<file path="src/rtl/vga_timing_gen.sv">
// Parametrised raster timing generator: pixel divider, beam counters and
// registered sync/blank/strobe decodes aligned with the hpos/vpos they describe.
module vga_timing_gen #(
  parameter int   H_DISPLAY   = 640,
  parameter int   H_FRONT     = 16,
  parameter int   H_SYNC      = 96,
  parameter int   H_BACK      = 48,
  parameter int   V_DISPLAY   = 480,
  parameter int   V_FRONT     = 10,
  parameter int   V_SYNC      = 2,
  parameter int   V_BACK      = 33,
  parameter logic HSYNC_POL   = 1'b0,
  parameter logic VSYNC_POL   = 1'b0,
  parameter int   H_WIDTH     = 10,
  parameter int   V_WIDTH     = 10,
  parameter int   FRAME_WIDTH = 8,
  parameter int   CLK_DIV     = 1
) (
  input  logic                   clk,
  input  logic                   reset,
  input  logic                   en,
  output logic [H_WIDTH-1:0]     hpos,
  output logic [V_WIDTH-1:0]     vpos,
  output logic                   hsync,
  output logic                   vsync,
  output logic                   display_on,
  output logic                   hblank,
  output logic                   vblank,
  output logic                   pix_tick,
  output logic                   line_start,
  output logic                   frame_start,
  output logic [FRAME_WIDTH-1:0] frame_count
);

  localparam int H_TOTAL  = H_DISPLAY + H_FRONT + H_SYNC + H_BACK;
  localparam int V_TOTAL  = V_DISPLAY + V_FRONT + V_SYNC + V_BACK;
  localparam int HS_START = H_DISPLAY + H_FRONT;
  localparam int HS_END   = HS_START + H_SYNC - 1;
  localparam int VS_START = V_DISPLAY + V_FRONT;
  localparam int VS_END   = VS_START + V_SYNC - 1;
  localparam int DIV_W    = (CLK_DIV > 1) ? $clog2(CLK_DIV) : 1;

  logic [DIV_W-1:0]       div_q, div_d;
  logic [H_WIDTH-1:0]     hpos_q, hpos_d;
  logic [V_WIDTH-1:0]     vpos_q, vpos_d;
  logic [FRAME_WIDTH-1:0] frame_q, frame_d;
  logic hsync_q, hsync_d, vsync_q, vsync_d;
  logic disp_q, disp_d, hblank_q, hblank_d, vblank_q, vblank_d;
  logic pix_tick_q, pix_tick_d, line_start_q, line_start_d;
  logic frame_start_q, frame_start_d;
  logic tick, h_wrap, v_wrap;

  always_comb begin
    tick    = en && (div_q == DIV_W'(CLK_DIV - 1));
    h_wrap  = (hpos_q == H_WIDTH'(H_TOTAL - 1));
    v_wrap  = (vpos_q == V_WIDTH'(V_TOTAL - 1));
    div_d   = div_q;
    hpos_d  = hpos_q;
    vpos_d  = vpos_q;
    frame_d = frame_q;

    if (en) div_d = tick ? '0 : div_q + DIV_W'(1);

    if (tick) begin
      if (h_wrap) begin
        hpos_d = '0;
        if (v_wrap) begin
          vpos_d  = '0;
          frame_d = frame_q + FRAME_WIDTH'(1);
        end else begin
          vpos_d = vpos_q + V_WIDTH'(1);
        end
      end else begin
        hpos_d = hpos_q + H_WIDTH'(1);
      end
    end

    // Decode from next-state counters so the registered flags line up with hpos/vpos.
    hsync_d  = ((hpos_d >= H_WIDTH'(HS_START)) && (hpos_d <= H_WIDTH'(HS_END))) ?
               HSYNC_POL : ~HSYNC_POL;
    vsync_d  = ((vpos_d >= V_WIDTH'(VS_START)) && (vpos_d <= V_WIDTH'(VS_END))) ?
               VSYNC_POL : ~VSYNC_POL;
    hblank_d = (hpos_d >= H_WIDTH'(H_DISPLAY));
    vblank_d = (vpos_d >= V_WIDTH'(V_DISPLAY));
    disp_d   = !hblank_d && !vblank_d;

    pix_tick_d    = tick;
    line_start_d  = tick && h_wrap;
    frame_start_d = tick && h_wrap && v_wrap;
  end

  always_ff @(posedge clk or posedge reset) begin
    if (reset) begin
      div_q         <= '0;
      hpos_q        <= '0;
      vpos_q        <= '0;
      frame_q       <= '0;
      hsync_q       <= ~HSYNC_POL;
      vsync_q       <= ~VSYNC_POL;
      disp_q        <= 1'b1;
      hblank_q      <= 1'b0;
      vblank_q      <= 1'b0;
      pix_tick_q    <= 1'b0;
      line_start_q  <= 1'b0;
      frame_start_q <= 1'b0;
    end else begin
      div_q         <= div_d;
      hpos_q        <= hpos_d;
      vpos_q        <= vpos_d;
      frame_q       <= frame_d;
      hsync_q       <= hsync_d;
      vsync_q       <= vsync_d;
      disp_q        <= disp_d;
      hblank_q      <= hblank_d;
      vblank_q      <= vblank_d;
      pix_tick_q    <= pix_tick_d;
      line_start_q  <= line_start_d;
      frame_start_q <= frame_start_d;
    end
  end

  assign hpos        = hpos_q;
  assign vpos        = vpos_q;
  assign frame_count = frame_q;
  assign hsync       = hsync_q;
  assign vsync       = vsync_q;
  assign display_on  = disp_q;
  assign hblank      = hblank_q;
  assign vblank      = vblank_q;
  assign pix_tick    = pix_tick_q;
  assign line_start  = line_start_q;
  assign frame_start = frame_start_q;

endmodule

</file>
<file path="config.mk">
export PLATFORM = sky130hd
export DESIGN_NAME = vga_timing_gen
export DESIGN_NICKNAME = d
export VERILOG_FILES = /design/src/rtl/vga_timing_gen.sv
export SDC_FILE = /design/constraint.sdc
export NUM_CORES = 1
export LEC_CHECK = 0
export BUFFER_PORTS_ARGS = -buffer_cell sky130_fd_sc_hd__buf_2
export CAP_MARGIN = 20
export CORE_UTILIZATION = 52
export DETAILED_ROUTE_END_ITERATION = 10
export PLACE_DENSITY = 0.72
export SYNTH_ARGS = -nofsm -noshare
export SYNTH_HDL_FRONTEND = slang
export SYNTH_SLANG_ARGS = --single-unit
</file>
<file path="constraint.sdc">
create_clock -name clk -period 4.5 [get_ports clk]
set_clock_uncertainty 0.15 [all_clocks]
set_input_delay 0.45 -clock clk [delete_from_list [all_inputs] [get_ports clk]]
set_output_delay 0.45 -clock clk [all_outputs]
set_load 0.1 [all_outputs]
</file>
==> results.env, run 1 <==
RESULT_OF_THE_RUN='completed'
VIA_PER_INST=5.778
TIMING.FINAL.HOLD_VIOLATIONS=0
CTSHTREEMAXLEVEL=2
NUMBER_OF_CELL_ROWS=22
SYNTH_TOP_FAMILY_BY_AREA='simple AND/OR/NAND/NOR gates'
SYNTH_SEQ_CELLS=37
PLACE.GP.CONGESTION=0.8278
HPWLAFTERDP_MM=2.875
REPORT.FINAL.SETUP_VIOL=0
DETAILED_ROUTER_S_FIRST_ITERATION_VIOLATION_COUNT=109
CRIT_PATH_START_KIND='flip-flop'
SYNTH.LARGEST_AREA_CELL='dfrtp_1'
POST_SYNTH_FA_HA_MAJ_AREA_FRACTION=0.02407
SYNTH_ENABLE_FLOP_CELLS=0
YOSYS.AREA_SHARE.SIMPLE=0.2714
TIMING.HOLD.WS_NS=0.09449
SYN-MEAN-INSTANCE-AREA_SQ_UM=10.19
CRIT_PATH_CELL_TRACE='ha_1, and4_1, nand4_2, clkinv_1, and2_2, mux2_2'
CRITICAL_PATH.MAX_STAGE_DELAY_NS=0.47
CLK-INSERTION-DELAY-LATE_NS=0.29
NETLIST_AREA_SQ_MM=0.002079
PERIOD_SHARE=0.5761
ASYNCSETRESETFLOPFRACSYNTH=1.000
CRIT-REG2REG-CAPTURE='frame_count[1]'
AREA_FRACTION_IN_COMPOUND_GATES_AFTER_SYNTHESIS=0.1215
CLOCKROOTBUFFER='clkbuf_8'
POWER_REPORT.INTERNAL_TOTAL_W=0.0006313
LAYOUT-AREA-OVERHEAD-VS-SYNTH_PCT=15.22
CP_TOP_DELAY_FAMILY='simple AND/OR/NAND/NOR gates'
TIMING_WORST_SETUP_PATH_TYPE='flip-flop to flip-flop'
DIE-AREA_SQ_MM=0.004256
SETUP.REG_TO_REG.WORST_SLACK_NS=1.91
LAYOUT.CELL_AREA.NON_FILLER_SQ_MM=0.002396
SLOWEST_STAGE='clkinv_1'
WORST_SETUP_PATH_END_KIND='flip-flop'
GRT_SETUP_UNREPAIRED='false'
MAX_FREQ_GHz=0.3858
INSERTEDDIODECOUNT=0
ANTENNA_FOUND_INITIAL=0
YOSYS_MOST_USED_DFF='dfrtp_1'
CTS_TREE='done'
WL_PER_CELL_UM=14.07
P_SWITCHING_W=0.0003983
TOTAL_VIAS_IN_THE_FINAL_ROUTE=1664
PATH_MAX_FANOUT=18
SHARE_OF_CELLS_ABOVE_DRIVE_STRENGTH_1=0.2708
TIMING.RR.START='hpos[0]'
MAX_RAIL_DROP_VDD_mV=0.4921
SYNTHMOSTINSTANTIATEDCELL='dfrtp_1'
CTS-RESIZED-GATES=0
WIRE_LENGTH_OF_THE_FIRST_GLOBAL_ROUTING_PASS_MM=6.989
POSTSYNTHCELLCOUNT=204
SWITCHING_SHARE=0.3868
SYNTH-XOR-AREA-SHARE=0.07160
CLOCK_POWER_SHARE=0.329
P_PER_AREA_mW_PER_MM2=429.7
SYNTH.AREA.MUX_SHARE=0.01564
ANTENNA_LEFT=0
TIMING_MAX_TRANSITION_VIOLATIONS_FINAL=0
NNETSFINAL=246
SEQPWRFRAC=0.402
SLEW_HEADROOM=0.6744
PORTION_OF_SYNTHESIZED_CELL_AREA_OCCUPIED_BY_THE_LEADING_CELL_TYPE=0.4091
DRT_PASS1_ITERATIONS=4
CORE_AREA_SQ_MM=0.003744
CTS_BUFFERS=5
POST-ROUTE-MIN-PERIOD_NS=2.592
POST_CTS_HOLD_BUFFER_COUNT=0
POWER.STATIC_LEAKAGE_nW=1.175
FIN_TNS_SETUP_NS=0
CRIT_ARRIVAL_NS=2.62
MIN_PATH_TYPE='input port to async pin'
EFFECTIVE_UTILIZATION_AT_FLOORPLAN=0.5555
SYNTH.YOSYS.WARNINGS=0
SYNTH_TOP_CELLS_BY_COUNT='34 x dfrtp_1, 23 x nand2_1, 10 x nor2_1'
CLK_PIN_SLEW_NS=0.07
ROUTE.DETAILED.DRC=0
TRITONCTS_NUM_SINKS=37
PATH_BUF_INV=1
SYNTH.AREA.TOP_CELLS='dfrtp_1 41%, nand2_1 4.2%, dfstp_2 3.8%, xor2_1 3.8%, xnor2_1 3.4%'
MAPPEDNETLISTNETS=211
DPL-INSTANCE-AREA_SQ_MM=0.002262
YOSYSSEQAREASHARE=0.4471
IOPINCOUNT=39
GRT_MAX_DEGREE=38
BUFFERS_ADDED_ON_PORTS=38
NUMBER_OF_GLOBAL_ROUTE_VIAS_BEFORE_REPAIR=1503
YOSYS.CELL_TYPES.COUNT=55
WORSTMARGINPINSLEW_NS=0.4854
COMBINATIONALPOWERSHARE=0.269
CAP_VIOLATIONS=0
POST-CTS-SETUP-BUFFERS=0
REMAINING_GLOBAL_ROUTE_OVERFLOW=0
R2R_CELLS=6
GROUTE.USAGE.OVERALL=0.2181
FLOORPLAN.DIE.HEIGHT_UM=65.24
CLOCK_TREE.BUFFER_DEPTH=2
CRITICAL_PATH_REQUIRED_NS=4.53
DETAIL_ROUTE.WIRELENGTH_MM=4.053
DIE_W_UM=65.24
## cells by family (layout without fill, tap and decap cells)
| kind of cell | after synthesis | after routing |
|---|---|---|
| AND/OR/NAND/NOR | 90 | 90 |
| flip-flops | 37 | 37 |
| AO/OA/AOI/OAI | 35 | 35 |
| buffers and inverters | 18 | 54 |
| XOR/XNOR | 17 | 17 |
| adder cells (fa/ha/maj) | 4 | 4 |
| multiplexers | 3 | 3 |
## registers in the layout (all words and copies together), names as in the netlist
name,cells
vpos,10
display_on,1
vsync,1
hsync,1
frame_start,1
hblank,1
frame_count,8
div_q,1
pix_tick,1
line_start,1
vblank,1
hpos,10
## stage by stage
stage          setup slack, ns  total power, W    util  instances
2_1_floorplan            1.529       0.0006580       -        204
3_3_place_gp             2.001       0.0006954  0.6043        280
3_5_place_dp             1.940       0.0006956  0.6043        280
4_1_cts                  1.909        0.001038  0.6400        288
5_1_grt                  1.735        0.001076  0.6400        288
6_report                 1.908        0.001030  0.6400        288
## cells in the final DEF (no fill, tap or decap), types with 3 or more instances in the layout
master	instances
and4b_1	3
clkbuf_8	5
dfrtp_1	34
nor2_1	10
nor3_1	5
o21ai_0	9
xor2_1	9
xnor2_1	8
a21oi_1	5
nand4_1	9
or4_1	3
ha_1	4
nand3_1	8
o31ai_1	3
buf_2	38
inv_1	6
a21o_1	3
dfstp_2	3
nand2_1	23
nor4_1	4
## worst reg2reg max path: cells and delay by family, from the launching register on
family                   cells  cell delay [ns]
flip-flops                   1             0.44
adder cells (fa/ha/maj)      1             0.28
multiplexers                 1             0.27
AND/OR/NAND/NOR              3             0.88
buffers and inverters        1             0.47
## per-layer routing
metal	vias to the layer above	wire [um]	track usage	share of wire
met1	796	1877	0.2905	0.46
met2	43	1929	0.3338	0.48
met5	-	0	0	0
li1	820	-	-	-
met4	0	64	0.09239	0.016
met3	5	182	0.05729	0.045
## area by class of cell
cell class	count	area [sq um]
multi-input combinational	149	1049
tap	48	60.06
sequential	37	929.6
fill	323	1348
clock buffer	5	68.82
timing repair buffer	39	197.7
clock inverter	3	65.06
inverter	7	26.28
## how the worst max path moves through the flow
stage            start        endpoint  slack, ns  depth (start not counted)
6_report       hpos[0]  frame_count[1]       1.91                          6
4_1_cts        hpos[0]  frame_count[1]       1.91                          6
3_3_place_gp   hpos[5]          vblank       2.00                          5
2_1_floorplan  hpos[0]           vsync       1.53                          7
5_1_grt        hpos[0]  frame_count[7]       1.74                          7
3_5_place_dp   hpos[0]  frame_count[1]       1.94                          6
## power by group through the flow
stage	combinational, W	sequential, W	clock [W]
2_1_floorplan	0.000115	0.000543	0
3_3_place_gp	0.000277	0.000418	0
3_5_place_dp	0.000277	0.000419	0
4_1_cts	0.000278	0.000413	0.000346
5_1_grt	0.000291	0.000421	0.000364
6_report	0.000277	0.000414	0.000339
(Power assumes the default switching activity.)
==> run 2: changes to the inputs <==
--- a/config.mk
+++ b/config.mk
@@ -7,9 +7,9 @@
 export LEC_CHECK = 0
 export BUFFER_PORTS_ARGS = -buffer_cell sky130_fd_sc_hd__buf_2
 export CAP_MARGIN = 20
-export CORE_UTILIZATION = 52
+export CORE_UTILIZATION = 50
 export DETAILED_ROUTE_END_ITERATION = 10
-export PLACE_DENSITY = 0.72
+export PLACE_DENSITY = 0.73
 export SYNTH_ARGS = -nofsm -noshare
 export SYNTH_HDL_FRONTEND = slang
 export SYNTH_SLANG_ARGS = --single-unit
==> constraint.sdc (replaced) <==
create_clock -name clk -period 2.31 [get_ports clk]
set_clock_uncertainty 0.15 [all_clocks]
set_input_delay 0.231 -clock clk [delete_from_list [all_inputs] [get_ports clk]]
set_output_delay 0.231 -clock clk [all_outputs]
set_load 0.1 [all_outputs]
==> run 2 against run 1 <==
Effect of this change:
- worst setup slack lost 1.9 ns
- via count rose by 8.9%
- clock-buffer cell count is 1 higher
- maximum frequency is 15% higher
- design area rose by 13%
- flip-flop and latch count stayed put
- total power is 97% higher
- utilization grew 3.4 points
- global-route usage rose by 1.9 points
- non-clock buffer count increased by 30
- sequential power up 79%
- worst hold slack got worse by 0.070 ns
==> results.env, run 2 (synthesized netlist as in run 1, its figures left out) <==
RESULT_OF_THE_RUN='completed'
DETAILED_ROUTER_S_FIRST_ITERATION_VIOLATION_COUNT=123
DPL-INSTANCE-AREA_SQ_MM=0.002481
WIRE_LENGTH_OF_THE_FIRST_GLOBAL_ROUTING_PASS_MM=7.824
SETUP_SLACK_NS=0.05095
REMAINING_GLOBAL_ROUTE_OVERFLOW=0
P_SWITCHING_W=0.0008221
CRITICAL_PATH_REQUIRED_NS=2.34
POST-ROUTE-MIN-PERIOD_NS=2.259
CRIT-REG2REG-CAPTURE='frame_count[1]'
WL_PER_CELL_UM=14.81
CLOCKROOTBUFFER='clkbuf_8'
TIMING_WORST_SETUP_PATH_TYPE='flip-flop to flip-flop'
LAYOUT-AREA-OVERHEAD-VS-SYNTH_PCT=29.66
PATH_MAX_FANOUT=5
LAYOUT.CELL_AREA.NON_FILLER_SQ_MM=0.002696
NUMBER_OF_GLOBAL_ROUTE_VIAS_BEFORE_REPAIR=1691
GRT_MAX_DEGREE=38
PERIOD_SHARE=0.9779
CRIT_ARRIVAL_NS=2.29
NNETSFINAL=276
NUMBER_OF_CELL_ROWS=23
VIA_PER_INST=5.663
BUFFERS_ADDED_ON_PORTS=38
SETUP.WORST_PATH.END='frame_count[1]'
FILL_CELLS=324
SWITCHING_SHARE=0.4043
ANTENNA_FOUND_INITIAL=0
CLK-INSERTION-DELAY-LATE_NS=0.29
DIE-AREA_SQ_MM=0.004421
P_PER_AREA_mW_PER_MM2=754.1
REPORT.FINAL.SETUP_VIOL=0
EFFECTIVE_UTILIZATION_AT_FLOORPLAN=0.5199
MIN_PATH_TYPE='input port to flip-flop'
PLACE.GP.CONGESTION=0.9305
GROUTE.USAGE.OVERALL=0.2373
R2R_CELLS=6
DIE_W_UM=66.49
FLOORPLAN.DIE.HEIGHT_UM=66.49
DETAIL_ROUTE.WIRELENGTH_MM=4.739
SLEW_HEADROOM=0.6647
IOPINCOUNT=39
CORE_AREA_SQ_MM=0.004000
CTSHTREEMAXLEVEL=2
INSERTEDDIODECOUNT=0
CTS_BUFFERS=5
REGISTER_AREA_SQ_UM=967.2
CTS_TREE='done'
MOSTFREQUENTLAYOUTCELL='buf_2'
ROUTE.DETAILED.DRC=0
TRITONCTS_NUM_SINKS=37
COMMONEST_CELLS_AFTER_ROUTING_FILL_AND_TAPS_ASIDE='38 x buf_2, 30 x buf_4, 23 x nand2_1, 16 x dfrtp_1, 12 x dfrtp_2'
MAX_RAIL_DROP_VDD_mV=0.7865
NUMPLACEDINSTANCES=303
TOTAL_POWER_W=0.002033
COMBINATIONALPOWERSHARE=0.355
CLOCK_TREE.BUFFER_DEPTH=2
CLK_PIN_SLEW_NS=0.08
POST-PLACE-WS_NS=0.009978
MULTI_INPUT_AREA_SQ_MM=0.001099
SLOWEST_STAGE='dfrtp_4'
CAP_VIOLATIONS=0
SHARE_OF_CELLS_ABOVE_DRIVE_STRENGTH_1=0.4370
SETUP.REG_TO_REG.WORST_SLACK_NS=0.05
WORST_SETUP_PATH_END_KIND='flip-flop'
TIMING.FINAL.HOLD_VIOLATIONS=0
MAX_FREQ_GHz=0.4427
POWER.STATIC_LEAKAGE_nW=1.285
CLOCK_POWER_SHARE=0.280
HPWLAFTERDP_MM=3.351
SEQPWRFRAC=0.364
WORSTMARGINPINSLEW_NS=0.4984
TOTAL_VIAS_IN_THE_FINAL_ROUTE=1812
FINISH.CELL_COUNT_WITHOUT_FILLERS=320
TIMING.RR.START='vpos[0]'
ANTENNA_LEFT=0
DRT_PASS1_ITERATIONS=4
CRITICAL_PATH.MAX_STAGE_DELAY_NS=0.50
TIMING_MAX_TRANSITION_VIOLATIONS_FINAL=0
CRIT_PATH_CELL_TRACE='inv_4, ha_4, or4b_4, nor4b_4, and2_4, mux2_4'
GRT_SETUP_UNREPAIRED='true'
CRIT_START='vpos[0]'
POWER_REPORT.INTERNAL_TOTAL_W=0.001211
CRIT_PATH_START_KIND='flip-flop'
run 2: cell count changes in the layout (fill, tap and decap cells not counted), moves of 2 or more:
cell     before  now
dfrtp_4       0    6
dfrtp_1      34   16
dfrtp_2       0   12
inv_4         0    2
ha_4          0    2
inv_1         6    4
ha_1          4    2
buf_4         1   30
run 2: timing repair:
action	CTS	global route
endpoints found under the hold margin	34	0
setup buffers	8	0
resized for setup	4	4
pin swaps	4	3
hold buffers	1	0
endpoints found under the setup margin	3	11
run 2: worst min path at each step:
| stage | start | end | slack (ns) | cells after the start |
|---|---|---|---|---|
| global route | en | div_q | 0.03 | 2 |
| global placement | reset | frame_count[0] | 0.21 | 3 |
| detailed placement | reset | frame_count[0] | 0.22 | 3 |
| CTS | en | div_q | 0.02 | 2 |
| floorplan | en | div_q | 0.15 | 1 |
| finish | en | div_q | 0.02 | 2 |
run 2: routing by layer:
metal  part of all wire  track usage  routed length, um
met1               0.45       0.2977               2111
met2               0.50       0.4018               2376
met3              0.038      0.05308                180
met4              0.015      0.07713                 71
met5                  0            0                  0
run 2: layout make-up:
type | count | share of cell area
Tap cell | 50 | 0.02320
Clock buffer | 6 | 0.02691
Timing Repair Buffer | 69 | 0.1578
Inverter | 7 | 0.01160
Sequential cell | 37 | 0.3587
Multi-Input combinational cell | 149 | 0.4074
Clock inverter | 2 | 0.01439
run 2: stage by stage:
| step | util | setup TNS [ns] | hold WS [ns] |
|---|---|---|---|
| after floorplan | - | -1.049 | 0.1466 |
| after global placement | 0.6203 | 0 | 0.2064 |
| after detailed placement | 0.6203 | 0 | 0.2245 |
| after CTS | 0.6703 | 0 | 0.01594 |
| after global routing | 0.6741 | -0.01126 | 0.03159 |
| final | 0.6741 | 0 | 0.02437 |
run 2: critical path, delay by kind of cell, from the launching register on:
kind	cells	cell delay (ns)
AND/OR/NAND/NOR	3	1.01
flip-flops	1	0.50
multiplexers	1	0.30
adder cells (fa/ha/maj)	1	0.11
buffers and inverters	1	0.08
run 2: power by group through the flow:
stage          Combinational, W  Sequential [W]  Clock (W)
2_1_floorplan          0.000230         0.00108          0
3_3_place_gp           0.000705        0.000752          0
3_5_place_dp           0.000715        0.000754          0
4_1_cts                0.000719        0.000741   0.000580
5_1_grt                0.000768        0.000747   0.000599
6_report               0.000722        0.000741   0.000570
==> run 3: changes to the inputs <==
--- a/config.mk
+++ b/config.mk
@@ -5,11 +5,12 @@
 export SDC_FILE = /design/constraint.sdc
 export NUM_CORES = 1
 export LEC_CHECK = 0
+export ABC_AREA = 1
 export BUFFER_PORTS_ARGS = -buffer_cell sky130_fd_sc_hd__buf_2
 export CAP_MARGIN = 20
-export CORE_UTILIZATION = 50
+export CORE_UTILIZATION = 49
 export DETAILED_ROUTE_END_ITERATION = 10
-export PLACE_DENSITY = 0.73
+export PLACE_DENSITY = 0.72
 export SYNTH_ARGS = -nofsm -noshare
 export SYNTH_HDL_FRONTEND = slang
 export SYNTH_SLANG_ARGS = --single-unit
==> run 3 against run 2 <==
Effect of this change:
- synthesized cell count up 18%
- die area decreased by 0.11%
- design area is 10% lower
- area after synthesis fell by 2.1%
- utilization is 7.1 points lower
- non-clock buffer count decreased by 28
- flip-flop and latch count did not move
- critical path depth is 3 higher
- first-iteration DRC count is 8.9% lower
- largest cell class is now sequential cells
- highest routed layer unchanged
==> results.env, run 3 <==
DETAIL_ROUTE.WIRELENGTH_MM=4.074
DIE-AREA_SQ_MM=0.004416
POSTSYNTHCELLCOUNT=240
GRT_SETUP_UNREPAIRED='false'
PLACE.GP.CONGESTION=0.9029
NNETSFINAL=294
CRIT_ARRIVAL_NS=2.14
TRITONCTS_NUM_SINKS=37
CAP_VIOLATIONS=0
CTS_BUFFERS=5
MAX_FREQ_GHz=0.4826
CTSHTREEMAXLEVEL=2
MAX_RAIL_DROP_VDD_mV=0.6344
TIMING.FINAL.HOLD_VIOLATIONS=0
CP_TOP_DELAY_FAMILY='simple AND/OR/NAND/NOR gates'
SWITCHING_SHARE=0.4768
HPWLAFTERDP_MM=3.077
TIMING_MAX_TRANSITION_VIOLATIONS_FINAL=0
DETAILED_ROUTER_S_FIRST_ITERATION_VIOLATION_COUNT=112
CLOCK_TREE.BUFFER_DEPTH=2
CLK-INSERTION-DELAY-LATE_NS=0.29
PATH_MAX_FANOUT=5
SYNTH.YOSYS.WARNINGS=0
GRT_MAX_DEGREE=38
ANTENNA_FOUND_INITIAL=0
NUMBER_OF_GLOBAL_ROUTE_VIAS_BEFORE_REPAIR=1563
SYN-MEAN-INSTANCE-AREA_SQ_UM=8.482
DIE_W_UM=66.46
POST_CTS_HOLD_BUFFER_COUNT=2
GROUTE.USAGE.OVERALL=0.2178
CRIT_PATH_START_KIND='flip-flop'
SYNTH_TOP_CELLS_BY_COUNT='49 x nand2_1, 41 x inv_1, 34 x dfrtp_1'
WORSTMARGINPINSLEW_NS=0.4928
ANTENNA_LEFT=0
SLOWEST_STAGE='dfrtp_2'
P_SWITCHING_W=0.001031
REGISTER_AREA_SQ_UM=937.1
CTS_TREE='done'
SYNTHMOSTINSTANTIATEDCELL='nand2_1'
PATH_BUF_INV=1
FILL_CELLS=370
POWER.STATIC_LEAKAGE_nW=1.319
SEQPWRFRAC=0.374
CRITICAL_PATH.MAX_STAGE_DELAY_NS=0.43
COMBINATIONALPOWERSHARE=0.393
TIMING_WORST_SETUP_PATH_TYPE='flip-flop to flip-flop'
CLOCK_POWER_SHARE=0.233
LAYOUT-AREA-OVERHEAD-VS-SYNTH_PCT=18.56
REPORT.FINAL.SETUP_VIOL=0
YOSYS.CELL_TYPES.COUNT=30
MIN_PATH_TYPE='flip-flop to flip-flop'
YOSYS_MOST_USED_DFF='dfrtp_1'
REMAINING_GLOBAL_ROUTE_OVERFLOW=0
SYNTH_SEQ_CELLS=37
POWER_REPORT.INTERNAL_TOTAL_W=0.001131
YOSYSSEQAREASHARE=0.4567
MAPPEDNETLISTNETS=247
WIRE_LENGTH_OF_THE_FIRST_GLOBAL_ROUTING_PASS_MM=7.038
MOSTFREQUENTLAYOUTCELL='nand2_1'
CTS-RESIZED-GATES=0
DRT_PASS1_ITERATIONS=5
FINISH.CELL_COUNT_WITHOUT_FILLERS=338
PORTION_OF_SYNTHESIZED_CELL_AREA_OCCUPIED_BY_THE_LEADING_CELL_TYPE=0.4179
POST-ROUTE-MIN-PERIOD_NS=2.072
WORST_SETUP_PATH_END_KIND='flip-flop'
SLEW_HEADROOM=0.6737
RESULT_OF_THE_RUN='completed'
INSERTEDDIODECOUNT=0
VIA_PER_INST=4.911
NUMBER_OF_CELL_ROWS=23
CLK_PIN_SLEW_NS=0.07
TOTAL_VIAS_IN_THE_FINAL_ROUTE=1660
NUMPLACEDINSTANCES=328
WL_PER_CELL_UM=12.05
BUFFERS_ADDED_ON_PORTS=38
MULTI_INPUT_AREA_SQ_UM=918.4
FINAL_CORE_UTILIZATION=0.6034
ASYNCSETRESETFLOPFRACSYNTH=1.000
EFFECTIVE_UTILIZATION_AT_FLOORPLAN=0.5089
FLOORPLAN.DIE.HEIGHT_UM=66.46
P_PER_AREA_mW_PER_MM2=895.5
SYNTH_ENABLE_FLOP_CELLS=0
CORE_AREA_SQ_MM=0.004000
CRITICAL_PATH_REQUIRED_NS=2.38
CLOCKROOTBUFFER='clkbuf_8'
POST-CTS-SETUP-BUFFERS=0
SYNTH.AREA.TOP_CELLS='dfrtp_1 42%, nand2_1 9.0%, inv_1 7.6%, nand3_1 4.4%, nor2_1 4.1%'
ROUTE.DETAILED.DRC=0
SYNTH.LARGEST_AREA_CELL='dfrtp_1'
COMMONEST_CELLS_AFTER_ROUTING_FILL_AND_TAPS_ASIDE='49 x nand2_1, 41 x inv_1, 38 x buf_2, 28 x dfrtp_1, 22 x nor2_1'
PERIOD_SHARE=0.8970
IOPINCOUNT=39
NETLIST_AREA_SQ_MM=0.002036
FIN_TNS_SETUP_NS=0
CRIT_PATH_CELL_TRACE='inv_1, ha_1, nand2_1, nor3_1, nand2_1, nor3_1, nand3_1, nor2_1, xor2_1'
SHARE_OF_CELLS_ABOVE_DRIVE_STRENGTH_1=0.3021
==> run 3: layout make-up <==
cell class | instances | area share
tap | 50 | 0.02592
timing repair buffer | 41 | 0.09020
clock buffer | 7 | 0.03992
multi-input combinational | 155 | 0.3805
inverter | 47 | 0.07309
sequential | 37 | 0.3883
clock inverter | 1 | 0.002074
==> run 3: cells by family (layout without fill, tap and decap cells) <==
| logic type | after synthesis | count (layout) | synth area share |
|---|---|---|---|
| xor+xnor | 12 | 12 | 0.05532 |
| buf+inv | 48 | 96 | 0.09219 |
| fa+ha+maj | 4 | 4 | 0.02459 |
| compound gates | 12 | 12 | 0.03380 |
| simple gates | 127 | 127 | 0.3374 |
| flops | 37 | 37 | 0.4567 |
==> run 3: through the flow <==
step           hold WS [ns]  instance area [sq um]  total power [W]  worst slack (ns)
2_1_floorplan        0.1474                   2043         0.001548          0.002429
3_3_place_gp         0.2114                   2292         0.001661            0.2642
3_5_place_dp         0.2161                   2292         0.001673            0.2378
4_1_cts              0.3228                   2414         0.002185            0.2249
5_1_grt              0.3407                   2414         0.002264           0.05850
6_report             0.3196                   2414         0.002161            0.2378
==> run 3: power by group through the flow <==
stage | Clock [W] | Combinational, W | Sequential [W]
after detailed placement | 0 | 0.000852 | 0.000821
after global routing | 0.000547 | 0.000895 | 0.000823
final | 0.000504 | 0.000848 | 0.000809
after floorplan | 0 | 0.000239 | 0.00131
after global placement | 0 | 0.000842 | 0.000819
after CTS | 0.000520 | 0.000855 | 0.000810
==> run 3: metal layers <==
layer | part of all wire | global-route usage | vias up
met2 | 0.45 | 0.3342 | 36
met1 | 0.49 | 0.2975 | 776
met3 | 0.040 | 0.05822 | 7
met5 | 0 | 0 | -
met4 | 0.014 | 0.07181 | 0
li1 | - | - | 841
==> run 3: final timing paths <==
path,start,end,cells past startpoint,slack (ns)
hold / removal,frame_count[7],frame_count[7],1,0.32
setup reg to reg,vpos[0],frame_count[7],9,0.24
setup / recovery,vpos[0],frame_count[7],9,0.24
max in group asynchronous,reset,hsync,4,1.23
min in group asynchronous,reset,div_q,4,0.43
hold reg to reg,frame_count[7],frame_count[7],1,0.32
==> run 3: worst register-to-register path, cell delays in order (launching register included) <==
cell and delay, ns:
dfrtp_2 0.43, inv_1 0.11, ha_1 0.20, nand2_1 0.07, nor3_1 0.16, nand2_1 0.18
nor3_1 0.25, nand3_1 0.16, nor2_1 0.16, xor2_1 0.15
